`config.mk`:
```
export PLATFORM = sky130hd
export DESIGN_NAME = pipeline_hazard_ctrl
export DESIGN_NICKNAME = d
export VERILOG_FILES = /design/src/rtl/hazard_pkg.sv /design/src/rtl/hazard_dest_match.sv /design/src/rtl/pipeline_hazard_ctrl.sv
export SDC_FILE = /design/constraint.sdc
export NUM_CORES = 1
export LEC_CHECK = 0
export ABC_AREA = 1
export BUFFER_PORTS_ARGS = -buffer_cell sky130_fd_sc_hd__buf_2
export CAP_MARGIN = 10
export CORE_MARGIN = 4
export CORE_UTILIZATION = 45
export DETAILED_ROUTE_END_ITERATION = 12
export PLACE_DENSITY = 0.72
export SYNTH_ARGS = -nofsm -noshare
export SYNTH_HDL_FRONTEND = slang
export SYNTH_SLANG_ARGS = --single-unit
```
`constraint.sdc`:
```
create_clock -name clk -period 2.2 [get_ports clk]
set_input_delay 0.11 -clock clk [delete_from_list [all_inputs] [get_ports clk]]
set_output_delay 0.11 -clock clk [all_outputs]
set_load 0.01 [all_outputs]
```
`src/rtl/hazard_pkg.sv`:
```
// Shared encodings for hazard detection and forwarding: register-destination select,
// write-back source select, controller FSM states and the destination-register helper.
package hazard_pkg;

    localparam logic [1:0] REGDST_RD = 2'd0;
    localparam logic [1:0] REGDST_RT = 2'd1;
    localparam logic [1:0] REGDST_RA = 2'd2;
    localparam logic [1:0] REGDST_K0 = 2'd3;

    localparam logic [1:0] MTR_ALU = 2'd0;
    localparam logic [1:0] MTR_MEM = 2'd1;
    localparam logic [1:0] MTR_PC4 = 2'd2;

    typedef enum logic {
        ST_RUN   = 1'b0,
        ST_STALL = 1'b1
    } state_t;

    function automatic logic [4:0] dest_reg(input logic [1:0] reg_dst,
                                            input logic [4:0] rd,
                                            input logic [4:0] rt);
        logic [4:0] d;
        case (reg_dst)
            REGDST_RD: d = rd;
            REGDST_RT: d = rt;
            REGDST_RA: d = 5'd31;
            default:   d = 5'd26;
        endcase
        return d;
    endfunction

endpackage

```
`src/rtl/hazard_dest_match.sv`:
```
// Compares one pipeline stage's destination register against the ID-stage sources
// that are actually read; $0 and non-writing stages never match.
module hazard_dest_match
    import hazard_pkg::*;
(
    input  logic [4:0] stg_rd,
    input  logic [4:0] stg_rt,
    input  logic [1:0] stg_reg_dst,
    input  logic       stg_reg_wr,
    input  logic [4:0] id_rs,
    input  logic [4:0] id_rt,
    input  logic       id_use_rs,
    input  logic       id_use_rt,
    output logic       hit_rs,
    output logic       hit_rt
);

    logic [4:0] dst;
    logic       wr_live;

    assign dst     = dest_reg(stg_reg_dst, stg_rd, stg_rt);
    assign wr_live = stg_reg_wr && (dst != 5'd0);
    assign hit_rs  = wr_live && id_use_rs && (dst == id_rs);
    assign hit_rt  = wr_live && id_use_rt && (dst == id_rt);

endmodule

```
`src/rtl/pipeline_hazard_ctrl.sv`:
```
// Stall/flush/interrupt-entry controller for the IF/ID and ID/EX registers. Stall
// outputs are Mealy in RUN so the first hazard cycle is held with no added latency.
module pipeline_hazard_ctrl
    import hazard_pkg::*;
#(
    parameter int CNT_W = 32
) (
    input  logic             clk,
    input  logic             reset,
    input  logic [4:0]       ID_Rs,
    input  logic [4:0]       ID_Rt,
    input  logic             ID_UseRs,
    input  logic             ID_UseRt,
    input  logic             ID_AheadBr,
    input  logic             ID_Redirect,
    input  logic [4:0]       EX_Rd,
    input  logic [4:0]       EX_Rt,
    input  logic [1:0]       EX_RegDst,
    input  logic [1:0]       EX_MemToReg,
    input  logic             EX_RegWr,
    input  logic [4:0]       MEM_Rd,
    input  logic [4:0]       MEM_Rt,
    input  logic [1:0]       MEM_RegDst,
    input  logic [1:0]       MEM_MemToReg,
    input  logic             MEM_RegWr,
    input  logic             IRQ,
    input  logic             IRQ_En,
    output logic             PC_Hold,
    output logic             IFID_Hold,
    output logic             IFID_Flush,
    output logic             IDEX_Bubble,
    output logic             IRQ_Take,
    output logic [CNT_W-1:0] StallCnt
);

    logic ex_hit_rs, ex_hit_rt, mem_hit_rs, mem_hit_rt;
    logic ex_hit, mem_hit, ex_load, mem_load;
    logic [1:0] n_stall;
    logic stall, irq_take;

    state_t           state_q, state_d;
    logic             left_q, left_d;
    logic             irq_pend_q, irq_pend_d;
    logic [CNT_W-1:0] stall_cnt_q, stall_cnt_d;

    hazard_dest_match u_ex_match (
        .stg_rd(EX_Rd), .stg_rt(EX_Rt), .stg_reg_dst(EX_RegDst), .stg_reg_wr(EX_RegWr),
        .id_rs(ID_Rs), .id_rt(ID_Rt), .id_use_rs(ID_UseRs), .id_use_rt(ID_UseRt),
        .hit_rs(ex_hit_rs), .hit_rt(ex_hit_rt)
    );

    hazard_dest_match u_mem_match (
        .stg_rd(MEM_Rd), .stg_rt(MEM_Rt), .stg_reg_dst(MEM_RegDst), .stg_reg_wr(MEM_RegWr),
        .id_rs(ID_Rs), .id_rt(ID_Rt), .id_use_rs(ID_UseRs), .id_use_rt(ID_UseRt),
        .hit_rs(mem_hit_rs), .hit_rt(mem_hit_rt)
    );

    assign ex_hit   = ex_hit_rs || ex_hit_rt;
    assign mem_hit  = mem_hit_rs || mem_hit_rt;
    assign ex_load  = (EX_MemToReg == MTR_MEM);
    assign mem_load = (MEM_MemToReg == MTR_MEM);

    // PC_4 results in EX are forwardable into ID, so only ALU and load producers stall.
    always_comb begin
        n_stall = 2'd0;
        if (ex_hit && ex_load && ID_AheadBr)
            n_stall = 2'd2;
        else if ((ex_hit && ex_load) ||
                 (ID_AheadBr && ex_hit && (EX_MemToReg == MTR_ALU)) ||
                 (ID_AheadBr && mem_hit && mem_load))
            n_stall = 2'd1;
    end

    assign stall    = (state_q == ST_STALL) || (n_stall != 2'd0);
    assign irq_take = (state_q == ST_RUN) && (n_stall == 2'd0) && irq_pend_q;

    assign PC_Hold     = stall;
    assign IFID_Hold   = stall;
    assign IDEX_Bubble = stall || irq_take;
    assign IFID_Flush  = !stall && (irq_take || ID_Redirect);
    assign IRQ_Take    = irq_take;
    assign StallCnt    = stall_cnt_q;

    always_comb begin
        state_d = state_q;
        left_d  = left_q;
        if (state_q == ST_RUN) begin
            if (n_stall != 2'd0) begin
                left_d = (n_stall == 2'd2);
                if (n_stall == 2'd2)
                    state_d = ST_STALL;
            end
        end else begin
            left_d = left_q - 1'b1;
            if (left_d == 1'b0)
                state_d = ST_RUN;
        end
    end

    // A taken interrupt is not re-armed by the IRQ level seen in the same cycle.
    always_comb begin
        irq_pend_d = irq_pend_q;
        if (!IRQ_En || irq_take)
            irq_pend_d = 1'b0;
        else if (IRQ)
            irq_pend_d = 1'b1;
    end

    always_comb begin
        stall_cnt_d = stall_cnt_q;
        if (stall && (stall_cnt_q != {CNT_W{1'b1}}))
            stall_cnt_d = stall_cnt_q + 1'b1;
    end

    always_ff @(posedge clk) begin
        if (reset) begin
            state_q     <= ST_RUN;
            left_q      <= 1'b0;
            irq_pend_q  <= 1'b0;
            stall_cnt_q <= '0;
        end else begin
            state_q     <= state_d;
            left_q      <= left_d;
            irq_pend_q  <= irq_pend_d;
            stall_cnt_q <= stall_cnt_d;
        end
    end

endmodule
```
# Word level (Yosys, flattened, before mapping)

Cells that the tools add are included.

Output and inout bits: 37
Bits in registers: 35
Word-level logic and storage cells: 68

Muxes and demuxes: 10
Reductions and logical operators: 39
Add/subtract/negate cells: 2
Bitwise operators: 1
Equality and inequality tests: 12

Operators by type and width:

| cell                  | number |
|---|---|
| $add 32x1->32 const B | 1 |
| $ne 32x32->1 const B  | 1 |
| $pmux 5 s3            | 2 |
| $eq 5x5->1            | 4 |
| $logic_and 1x1->1     | 20 |
| $reduce_bool 5->1     | 2 |
| $eq 2x1->1 const B    | 4 |
| $logic_not 2->1       | 4 |
| $logic_or 1x1->1      | 8 |
| $mux 1                | 7 |
| $eq 2x2->1 const B    | 3 |
| $reduce_bool 2->1     | 2 |
| $logic_not 1->1       | 2 |
| $mux 2                | 1 |
| $reduce_or 2->1       | 1 |
| $not 1->1             | 1 |
| $sub 1x1->1 const B   | 1 |

# Logic depth before layout (Yosys ltp)

Depth in word-level cells: 18
Mapped depth: 15
Gate-level depth less buffers: 14

# Modules after synthesis

From an unflattened synthesis, not the netlist that was laid out.

Cell total of the unflattened synthesis: 509
Area, all modules: 2930.3 um^2

By module, submodules not included:

| module               | instances | area each (um^2) | seq. area each (um^2) | cells each |
|---|---|---|---|---|
| pipeline_hazard_ctrl | 1         | 2289.7           | 700.7                 | 365 |
| hazard_dest_match    | 2         | 320.3            | 0.0                   | 72 |

# Worst setup path before layout

No wires, ideal clock.

Path kind: reg2reg
From: register stall_cnt_q[0] (netlist: StallCnt[0])
To: register stall_cnt_q[27] (netlist: StallCnt[27])
Arrival time: 1.814 ns
Cell stages (with the launch flop): 11
Buffers on the path: 1
Required time: 2.130 ns
Slack: 0.315 ns
Cell sequence: dfxtp_1 ha_1 inv_1 nor3_4 nand2_1 nor2_2 nand4_2 nand2_1 buf_2 nand2_1 a21oi_1

Cells in the longest elaborated chain, start to end: 2
Elaborated cells between the ends (all ways): 3
Those cells by class: add/sub (1); eq/ne (1); reduce/logical (1)

RTL lines:

| what                                                                  | RTL line                    | text |
|---|---|---|
| start, declared                                                       | pipeline_hazard_ctrl.sv:44  | `logic [CNT_W-1:0] stall_cnt_q, stall_cnt_d;` |
| start signal, assigned                                                | pipeline_hazard_ctrl.sv:125 | `stall_cnt_q <= stall_cnt_d;` |
| parallel branches: the longest is 2 deep, another holds $add 32x1->32 | -                           |  |

Several ways; the timed one is not identified.
A chain may end at the register's enable or synchronous reset.

# Worst setup path in the final report

From: register stall_cnt_q[6] (netlist: StallCnt[6])
To: register stall_cnt_q[7] (netlist: StallCnt[7])

Same word-level chain as after synthesis.

==> key figures <==
Run status
  – Status: completed

Drt
  – Drt first pass iters: 7
  – DR vias/cell: 5.12
  – Residual DRC count: 0
  – Routed vias: between 3000 and 4000
  – Total wire length: 8660 µm
  – Final ANT Viol Nets: 0
  – WL/cell: 13.7 µm
  – Iteration-0 DRC Markers: 126

Place
  – RePlAce Congestion: 0.937
  – DP HPWL: 6970 µm
  – IO buf count: 84
  – Placed Instances: roughly 620
  – Post-Place Setup Slack: approximately 250 ps

STA
  – Final setup vio count: 0
  – Slew @ Worst Pin: 473 ps
  – Worst hold margin: between 40 and 50 ps
  – Final worst path period need: approximately 2000 ps
  – Final hold vios: 0
  – TNS Setup: 0 ps
  – F_max: 0.512 GHz
  – Worst Skew: 7.69 ps
  – Unrepaired setup endpoints after global routing: no
  – Fin worst setup slack: 247 ps
  – Slew headroom: 68.1%
  – Fin crit share: 88.8%
  – Max-slew violations: 0

Die
  – Die X-Extent: 86.0 µm
  – DIE HEIGHT: between 80 and 90 µm
  – Io pins: 85
  – Rows: 28
  – Area of the core: 5920 µm²
  – Initial Utilization: 46.2%
  – Die Area: around 7400 µm²

Logic synthesis
  – Synth Warn #: 0
  – Post-synthesis net count: 509
  – Sequential area share after synthesis: 25.6%
  – Cell Area, Synth: between 2000 and 3000 µm²
  – Post-synthesis register bit count: 35
  – Post-synthesis cell count: 460
  – Average size of a mapped cell: 5.95 µm²
  – Synth cell types: 25

Critical path
  – CP max-delay cell: dfxtp_1
  – Worst-path cell chain: nand2_1, nor3_1, nand2_1, nor2_2, nand4_2, nand2_1, buf_4, nand2_1, a21oi_1
  – Crit path required time: around 2400 ps
  – CP Capture Type: flop
  – Crit path arrival time: around 2200 ps
  – CP startpoint kind: flop
  – Setup CP Type: flop to flop
  – R2R Setup Slk: between 200 and 250 ps
  – CP max stage delay: 430 ps
  – Worst Reg-to-Reg Cells: 9
  – CP max FO: 19
  – Reg2Reg Launch Point: StallCnt[6]
  – Most Frequent Cell on Critical Path: nand2_1
  – Worst R2R End: StallCnt[7]
  – Top delay family on crit path: simple AND/OR/NAND/NOR gates
  – WP buf/inv: 1

CTS
  – Clock latency on the worst-skew pair: 290 ps
  – CTS Root Cell: clkbuf_8
  – TritonCTS Buffers: 5
  – Hold buffers post-CTS: 0
  – Total setup buffers inserted after CTS: 0
  – Maximum buffer depth of the clock tree: 2
  – CTS H-tree depth: 2
  – Count of cells resized by post-cts repair: 0
  – CTS sink cnt: 35
  – TritonCTS clock tree: built
  – Clk slew on worst S/H paths: 80 ps

Power
  – Static leakage: 1.67 nW
  – Power Dens Cells: 385 nW/µm²
  – Peak supply drop: 0.288 mV
  – Tot Pwr: 1.30 mW

Worst hold path
  – Worst Hold Depth: 3
  – Worst Hold Class: input pin to flop
  – Hold endpoint: irq_pend_q
  – Hold Startpoint: IRQ_En

Global route
  – Number of global-route vias before repair: 3048
  – First-pass GRT wire length: approximately 14000 µm
  – GRT overflow: 0
  – Initial antenna violation count: 0
  – Largest net degree at the start of global routing: 27
  – All-Layer GR Usage: between 20% and 30%

Job
  – Max-cap violations: 0

Finish
  – Share of cells above drive strength 1: approximately a fifth
  – Final-stage net count: 603
  – Final non-filler cell total: 630
  – Antenna Cells: 0
  – Fill cells: around 600
  – Layout area overhead: 23.3%
## cell type report
class / instances / area (µm²) / share of cell area, %
tap: 75 / 93.8 / 2.78
multi-input combinational: 364 / 1770 / 52.5
clock buffer: 6 / 72.6 / 2.15
inverter: 47 / 176 / 5.23
sequential: 35 / 701 / 20.8
timing repair buffer: 101 / 548 / 16.2
clock inverter: 2 / 12.5 / 0.371
## where the power goes
part	total, mW	switching [mW]	leakage, nW	internal [mW]
Clock	0.470	0.249	0.0412	0.221
Sequential	0.636	0.00116	0.282	0.635
Combinational	0.193	0.116	1.34	0.0774
Total	1.30	0.366	1.67	0.933
## placed cells by master (no fill, tap or decap), types with 2 or more instances in the layout
| cell type | netlist | layout |
|---|---|---|
| nand3_1 | 66 | 66 |
| inv_1 | 46 | 46 |
| o21ai_0 | 6 | 6 |
| xor2_1 | 23 | 23 |
| xnor2_1 | 7 | 7 |
| a21oi_1 | 36 | 36 |
| nor3_1 | 18 | 18 |
| nand4_1 | 8 | 8 |
| clkbuf_8 | 0 | 5 |
| dfxtp_1 | 35 | 35 |
| or2_2 | 2 | 2 |
| buf_2 | 3 | 84 |
| nor4_1 | 4 | 4 |
| nor2_1 | 44 | 44 |
| buf_4 | 1 | 17 |
| nand2_1 | 139 | 139 |
| nand3b_1 | 5 | 5 |
## sequential cells by signal (all words and copies together) (netlist names)
name        cells
StallCnt       32
irq_pend_q      1
left_q          1
state_q         1
## how the worst max path moves through the flow
stage / from / endpoint / depth (start not counted)
after floorplan: StallCnt[0] / StallCnt[27] / 10
after global placement: StallCnt[0] / StallCnt[21] / 8
after detailed placement: MEM_RegDst[1] / StallCnt[8] / 13
after CTS: StallCnt[6] / StallCnt[8] / 9
after global routing: StallCnt[6] / StallCnt[14] / 9
final: StallCnt[6] / StallCnt[7] / 9
## per-stage QoR
| stage | cell area, µm² | util [%] |
|---|---|---|
| after global routing | 3370 | 57.0 |
| after floorplan | 2740 | - |
| after detailed placement | 3290 | 55.6 |
| after CTS | 3370 | 57.0 |
| final | 3370 | 57.0 |
| after global placement | 3290 | 55.6 |
## tightest hold or removal path: stages
cell,delay [ps]
buf_2,80
nand4_1,70
inv_1,50
## cell families (layout without fill, tap and decap cells)
logic type | count (synthesis) | count (layout) | synth area share (%)
adders and majority gates | 1 | 1 | 0.457
AOI/OAI and AO/OA | 43 | 43 | 7.95
xor gates and xnor gates | 30 | 30 | 9.60
buffers and inverters | 61 | 156 | 9.73
DFF | 35 | 35 | 25.6
and+or+nand+nor | 290 | 290 | 46.7
## synth_stat cells
| cell type | count | area, µm² |
|---|---|---|
| a21oi_1 | 36 | 180 |
| nand3b_1 | 5 | 37.5 |
| a21boi_0 | 1 | 7.51 |
| inv_1 | 46 | 173 |
| nor3_1 | 18 | 90.1 |
| nor2_1 | 44 | 165 |
| ha_1 | 1 | 12.5 |
| nand4_2 | 1 | 12.5 |
| nor3_4 | 1 | 16.3 |
| nand3_2 | 1 | 10.0 |
| nor2_2 | 1 | 6.26 |
| clkbuf_1 | 6 | 22.5 |
| buf_2 | 3 | 15.0 |
| o21ai_0 | 6 | 30.0 |
| nand4_1 | 8 | 50.1 |
| dfxtp_1 | 35 | 701 |
| or2_2 | 2 | 12.5 |
| inv_2 | 1 | 3.75 |
| xor2_1 | 23 | 201 |
| buf_4 | 1 | 7.51 |
| xnor2_1 | 7 | 61.3 |
| nand3_1 | 66 | 330 |
| nand2_1 | 139 | 522 |
| buf_6 | 4 | 45.0 |
| nor4_1 | 4 | 25.0 |
## routing by layer
layer  GRT usage, %  wire (µm)  vias up
li1               -          -     1678
met4           5.76        137        0
met2           40.8       3990       98
met1           31.4       3970     1438
met5              0          0        -
met3           3.84        557       12
Power figures use the tool's default switching activity.
